**src/rtl/regfile_scoreboard_if.sv**
```systemverilog
// Decode/writeback bundle for the scoreboarded register file.
// The master side is the pipeline (drives addresses and writes); the slave side is the register file.
interface regfile_scoreboard_if #(
   parameter int DW    = 32,
   parameter int NREGS = 16,
   parameter int AW    = 4
);
   logic [AW-1:0]    rs1;
   logic [AW-1:0]    rs2;
   logic [DW-1:0]    rd1;
   logic [DW-1:0]    rd2;
   logic             rd1_busy;
   logic             rd2_busy;
   logic             isWb;
   logic [AW-1:0]    wb_addr;
   logic [DW-1:0]    wb_data;
   logic             ra_en;
   logic [DW-1:0]    ra_data;
   logic             rsv_en;
   logic [AW-1:0]    rsv_addr;
   logic [NREGS-1:0] busy_vec;

   modport master (
      output rs1, rs2, isWb, wb_addr, wb_data, ra_en, ra_data, rsv_en, rsv_addr,
      input  rd1, rd2, rd1_busy, rd2_busy, busy_vec
   );

   modport slave (
      input  rs1, rs2, isWb, wb_addr, wb_data, ra_en, ra_data, rsv_en, rsv_addr,
      output rd1, rd2, rd1_busy, rd2_busy, busy_vec
   );
endinterface

```
**src/rtl/regfile_scoreboard.sv**
```systemverilog
// Parametrised register file with a link write port, optional write-through bypass,
// optional hard-wired zero register and a per-register busy scoreboard for RAW stalls.
module regfile_scoreboard #(
   parameter int DW       = 32,
   parameter int NREGS    = 16,
   parameter int AW       = 4,
   parameter int RA_IDX   = 15,
   parameter int BYPASS   = 1,
   parameter int ZERO_REG = 0
) (
   input logic                clk,
   input logic                rst,
   regfile_scoreboard_if.slave bus
);
   localparam logic [AW-1:0] RA_ADDR = AW'(RA_IDX);

   logic [DW-1:0]    regs_q [NREGS];
   logic [DW-1:0]    regs_d [NREGS];
   logic [NREGS-1:0] busy_q;
   logic [NREGS-1:0] busy_d;
   logic [NREGS-1:0] release_vec;
   logic             wb_ok;
   logic             ra_ok;
   logic [DW-1:0]    rd1_val;
   logic [DW-1:0]    rd2_val;
   logic             rd1_busy_val;
   logic             rd2_busy_val;

   // Writes aimed at a hard-wired zero register are dropped before they reach any state.
   always_comb begin
      wb_ok = bus.isWb;
      ra_ok = bus.ra_en;
      if (ZERO_REG != 0) begin
         if (bus.wb_addr == '0) wb_ok = 1'b0;
         if (RA_ADDR == '0)     ra_ok = 1'b0;
      end
   end

   always_comb begin
      regs_d = regs_q;
      if (ra_ok) regs_d[RA_ADDR] = bus.ra_data;
      if (wb_ok) regs_d[bus.wb_addr] = bus.wb_data;
   end

   // A reserve in the same cycle as a release keeps the bit set: the newly issued instruction owns it.
   always_comb begin
      release_vec = '0;
      busy_d      = '0;
      for (int i = 0; i < NREGS; i++) begin
         release_vec[i] = (wb_ok && bus.wb_addr == AW'(i)) || (ra_ok && RA_ADDR == AW'(i));
         busy_d[i]      = (bus.rsv_en && bus.rsv_addr == AW'(i)) || (busy_q[i] && !release_vec[i]);
      end
      if (ZERO_REG != 0) busy_d[0] = 1'b0;
   end

   always_ff @(posedge clk) begin
      if (rst) begin
         for (int i = 0; i < NREGS; i++) regs_q[i] <= '0;
         busy_q <= '0;
      end else begin
         for (int i = 0; i < NREGS; i++) regs_q[i] <= regs_d[i];
         busy_q <= busy_d;
      end
   end

   // Bypass priority is writeback over link over stored value; busy never looks at rsv_en.
   always_comb begin
      rd1_val      = regs_q[bus.rs1];
      rd2_val      = regs_q[bus.rs2];
      rd1_busy_val = busy_q[bus.rs1];
      rd2_busy_val = busy_q[bus.rs2];
      if (BYPASS != 0) begin
         if (ra_ok && bus.rs1 == RA_ADDR)     rd1_val = bus.ra_data;
         if (wb_ok && bus.rs1 == bus.wb_addr) rd1_val = bus.wb_data;
         if (ra_ok && bus.rs2 == RA_ADDR)     rd2_val = bus.ra_data;
         if (wb_ok && bus.rs2 == bus.wb_addr) rd2_val = bus.wb_data;
         if (release_vec[bus.rs1]) rd1_busy_val = 1'b0;
         if (release_vec[bus.rs2]) rd2_busy_val = 1'b0;
      end
      if (ZERO_REG != 0) begin
         if (bus.rs1 == '0) begin
            rd1_val      = '0;
            rd1_busy_val = 1'b0;
         end
         if (bus.rs2 == '0) begin
            rd2_val      = '0;
            rd2_busy_val = 1'b0;
         end
      end
   end

   assign bus.rd1      = rd1_val;
   assign bus.rd2      = rd2_val;
   assign bus.rd1_busy = rd1_busy_val;
   assign bus.rd2_busy = rd2_busy_val;
   assign bus.busy_vec = busy_q;
endmodule

```
**src/flat_wrapper.sv**
```systemverilog
// flat-port wrapper written by rule: the top's interface ports become plain ports
module regfile_scoreboard_flat 
#(
   parameter int DW       = 32,
   parameter int NREGS    = 16,
   parameter int AW       = 4,
   parameter int RA_IDX   = 15,
   parameter int BYPASS   = 1,
   parameter int ZERO_REG = 0
)
  (clk, rst, bus_rs1, bus_rs2, bus_isWb, bus_wb_addr, bus_wb_data, bus_ra_en, bus_ra_data, bus_rsv_en, bus_rsv_addr, bus_rd1, bus_rd2, bus_rd1_busy, bus_rd2_busy, bus_busy_vec);
  regfile_scoreboard_if #(.DW(DW), .NREGS(NREGS), .AW(AW)) bus_i ();
  input logic clk;
  input logic rst;
  input wire logic [$bits(bus_i.rs1)-1:0] bus_rs1;
  input wire logic [$bits(bus_i.rs2)-1:0] bus_rs2;
  input wire logic [$bits(bus_i.isWb)-1:0] bus_isWb;
  input wire logic [$bits(bus_i.wb_addr)-1:0] bus_wb_addr;
  input wire logic [$bits(bus_i.wb_data)-1:0] bus_wb_data;
  input wire logic [$bits(bus_i.ra_en)-1:0] bus_ra_en;
  input wire logic [$bits(bus_i.ra_data)-1:0] bus_ra_data;
  input wire logic [$bits(bus_i.rsv_en)-1:0] bus_rsv_en;
  input wire logic [$bits(bus_i.rsv_addr)-1:0] bus_rsv_addr;
  output wire logic [$bits(bus_i.rd1)-1:0] bus_rd1;
  output wire logic [$bits(bus_i.rd2)-1:0] bus_rd2;
  output wire logic [$bits(bus_i.rd1_busy)-1:0] bus_rd1_busy;
  output wire logic [$bits(bus_i.rd2_busy)-1:0] bus_rd2_busy;
  output wire logic [$bits(bus_i.busy_vec)-1:0] bus_busy_vec;
  assign bus_i.rs1 = bus_rs1;
  assign bus_i.rs2 = bus_rs2;
  assign bus_i.isWb = bus_isWb;
  assign bus_i.wb_addr = bus_wb_addr;
  assign bus_i.wb_data = bus_wb_data;
  assign bus_i.ra_en = bus_ra_en;
  assign bus_i.ra_data = bus_ra_data;
  assign bus_i.rsv_en = bus_rsv_en;
  assign bus_i.rsv_addr = bus_rsv_addr;
  assign bus_rd1 = bus_i.rd1;
  assign bus_rd2 = bus_i.rd2;
  assign bus_rd1_busy = bus_i.rd1_busy;
  assign bus_rd2_busy = bus_i.rd2_busy;
  assign bus_busy_vec = bus_i.busy_vec;
  regfile_scoreboard #(.DW(DW), .NREGS(NREGS), .AW(AW), .RA_IDX(RA_IDX), .BYPASS(BYPASS), .ZERO_REG(ZERO_REG)) u_core (.clk(clk), .rst(rst), .bus(bus_i));
endmodule
```
**config.mk**
```make
export PLATFORM = sky130hd
export DESIGN_NAME = regfile_scoreboard_flat
export DESIGN_NICKNAME = d
export VERILOG_FILES = /design/src/rtl/regfile_scoreboard_if.sv /design/src/rtl/regfile_scoreboard.sv /design/src/flat_wrapper.sv
export SDC_FILE = /design/constraint.sdc
export NUM_CORES = 2
export LEC_CHECK = 0
export CAP_MARGIN = 20
export CELL_PAD_IN_SITES_DETAIL_PLACEMENT = 1
export CELL_PAD_IN_SITES_GLOBAL_PLACEMENT = 1
export CORE_ASPECT_RATIO = 0.7
export CORE_MARGIN = 2
export CORE_UTILIZATION = 51
export CTS_BUF_LIST = sky130_fd_sc_hd__clkbuf_8
export DETAILED_ROUTE_END_ITERATION = 12
export PLACE_DENSITY_LB_ADDON = 0.1
export SYNTH_ARGS = -nofsm -noshare
export SYNTH_HDL_FRONTEND = slang
export SYNTH_SLANG_ARGS = --single-unit
export TNS_END_PERCENT = 5
```
**constraint.sdc**
```tcl
create_clock -name clk -period 3.19 [get_ports clk]
set_clock_uncertainty 0.2 [all_clocks]
set_input_delay 0.319 -clock clk [delete_from_list [all_inputs] [get_ports clk]]
set_output_delay 0.319 -clock clk [all_outputs]
set_load 0.02 [all_outputs]
```
==> metrics <==
largest net degree at the start of global routing 92; WP data required approximately 2700 ps; most frequent cells in the layout 982 x nand2_1, 525 x dfxtp_1, 524 x a21oi_1, 219 x mux2i_1, 197 x mux4_2; die width 285 um; Simple-Gate Fraction of Synth Area 16.5%; CP arrival roughly 2700 ps; drt wl/cell ~29 um; RSZ-0062 raised after global routing true; total grt overflow 0; Setup Viol. Count Final 0; first-pass GRT wire length about 180000 um; Placed Area 31900 sq um; run status complete, no violations; Worst Path Max Fanout 3; H-tree depth 3; I/O pins 167; gpl congestion 0.879; syn nets roughly 3400; fin area 33800 sq um; commonest non-fill, non-tap cell in the layout nand2_1; Initial Util 51.3%; synth warn 0; Worst-Skew Late Latency between 600 and 700 ps; first-pass iteration count of the detailed router 7; DR iter-0 viols 3393; final hold viol count 0; # fillers 6313; Crit. End Element output port; Yosys top cell area share 37.5%; Flop pwr share 44.5%; total clock sinks 528; mux cell area share after synthesis a little under a quarter; Peak VDD IR 0.335 mV; fin util 61.4%; clock-pin transition on the worst setup and hold timing paths 70 ps; leakage ~0.012 uW; DRT antenna net count 0; clk buf depth 3; Layout area overhead 19.6%; Hold Path Class in2reg; Netlist cell types 49; Total Routing Usage GR 41.8%; crit path launch type flop; DR DRC count 0; row count between 70 and 80; Synth Area in XOR/XNOR less than 1%; Vias around 29000; # nets final 3529; Slew Limit Headroom 30.6%; vias per cell 6.79; cell-internal power 10900 uW; Cells after Synth 3314; CTS tree built; layout cells sized above 1 18.3%; worst setup margin 14.1 ps; critical path class reg2out; largest family of logic cells by synthesized area multiplexers; Sw Ratio 28.8%; Yosys reg bits between 500 and 600; Clk pwr share 41.7%; Power, Total 15300 uW; combinational share of power 13.8%; Avg Cell Area, Syn 8.51 sq um; Final Instance Count excl. Fillers 4252; Register Area ~11000 sq um; initial antenna violation count 2; cell count after placement 4094; CTS root buffer clkbuf_8; Synth Area in Adders 0%; multi-input logic area 16300 sq um; area fraction in compound gates after synthesis 16.7%; core footprint between 50000 and 60000 sq um; Area contributors post-synth dfxtp_1 37%, mux4_2 16%, nand2_1 13%, a21oi_1 9.3%, mux2i_1 7.8%; Period Utilization, post-route 99.6%; Slew Limit Fails 0; Synth area leader dfxtp_1; die height about 200 um; post-synthesis sequential area ratio 37.5%; maxcap violations 0; NetSw between 4000 and 5000 uW; final WL ~120000 um; PwrDens 452 nW/um^2; vias in the first global route 29705; Tmin final 3180 ps; Worst Tran Pin Value 1040 ps; Place WS -219 ps; fmax approximately 0.31 GHz; die area 57300 sq um; port bufs between 150 and 200; DP HPWL between 70000 and 80000 um; Post-Syn Area approximately 28000 sq um; TritonCTS buffer count 85
==> state kept, by name, summed over array words and instances (netlist names) <==
name and flops:
u_core.bus.busy_vec 16, u_core.regs_q 512
==> worst max-delay path, cell delays in order (launching register included) <==
cell,delay (ps)
dfxtp_2,330
mux4_2,470
mux4_2,560
mux2i_2,210
buf_4,140
a21oi_1,60
buf_4,180
==> final timing paths <==
path                      startpoint                       to  cells past startpoint  slack (ps)
max                u_core.regs_q[30]              bus_rd2[30]                      6          10
min                  bus_wb_data[10]        u_core.regs_q[10]                      3         100
max reg2reg  u_core.bus.busy_vec[11]  u_core.bus.busy_vec[11]                      3        2090
min reg2reg       u_core.regs_q[262]       u_core.regs_q[262]                      2         270
==> final cells by class <==
class / count / share of cell area, %
clock inverters: 39 / 0.671
diodes: 2 / 0.0148
multi-input cells: 2425 / 48.3
repair buffers: 400 / 12.3
flip-flops and latches: 528 / 31.3
inverters: 4 / 0.0445
clock buffers: 114 / 4.65
well taps: 740 / 2.74
==> cell usage after synthesis (all sizes together) <==
cell type	n
nand4	3
mux2	2
o311ai	1
and2	2
or2	33
mux4	197
dfxtp	528
xnor2	3
a22o	1
o2111ai	4
nor3	2
nor3b	2
nand3b	2
clkbuf	257
and3	3
or3b	1
buf	100
nor4	1
xor2	5
and3b	2
clkinv	1
a311oi	1
nor2	129
o211ai	7
nand2	983
a221oi	65
nor2b	8
a21oi	526
nand3	13
a41o	1
a31oi	63
o221ai	2
a22oi	70
a211oi	33
o21ai	38
nand2b	2
inv	3
mux2i	220
==> power by group through the flow <==
stage | Combinational, uW | Sequential (uW) | Clock [uW]
detailed placement | 2070 | 6930 | 0
finish | 2100 | 6790 | 6350
floorplan | 1130 | 6910 | 0
CTS | 2050 | 6790 | 6350
global route | 2180 | 6800 | 6640
global placement | 2020 | 6920 | 0
==> logic make-up after synthesis <==
kind of cell           Yosys count
AO/OA/AOI/OAI                  812
XOR/XNOR                         8
buffers and inverters          361
flip-flops                     528
multiplexers                   419
AND/OR/NAND/NOR               1186
==> metrics by stage <==
step	hold WS (ps)	setup TNS (ps)
2_1_floorplan	243	0
3_3_place_gp	248	-2240
3_5_place_dp	261	-4510
4_1_cts	85.9	0
5_1_grt	110	-13.4
6_report	100	0
==> per-layer routing <==
layer,vias to the layer above,track usage (%),wire length [um]
met5,-,0,0
met4,0,18.3,5310
met3,388,12.1,14900
met2,1891,63.5,54400
met1,14621,55.7,47800
li1,11953,-,-
==> repair_timing <==
item	CTS	global route
setup buffers	0	0
hold endpoints to repair	86	0
resized for setup	52	37
hold buffers	3	0
setup endpoints to repair	60	28
Power figures use the tool's default switching activity.
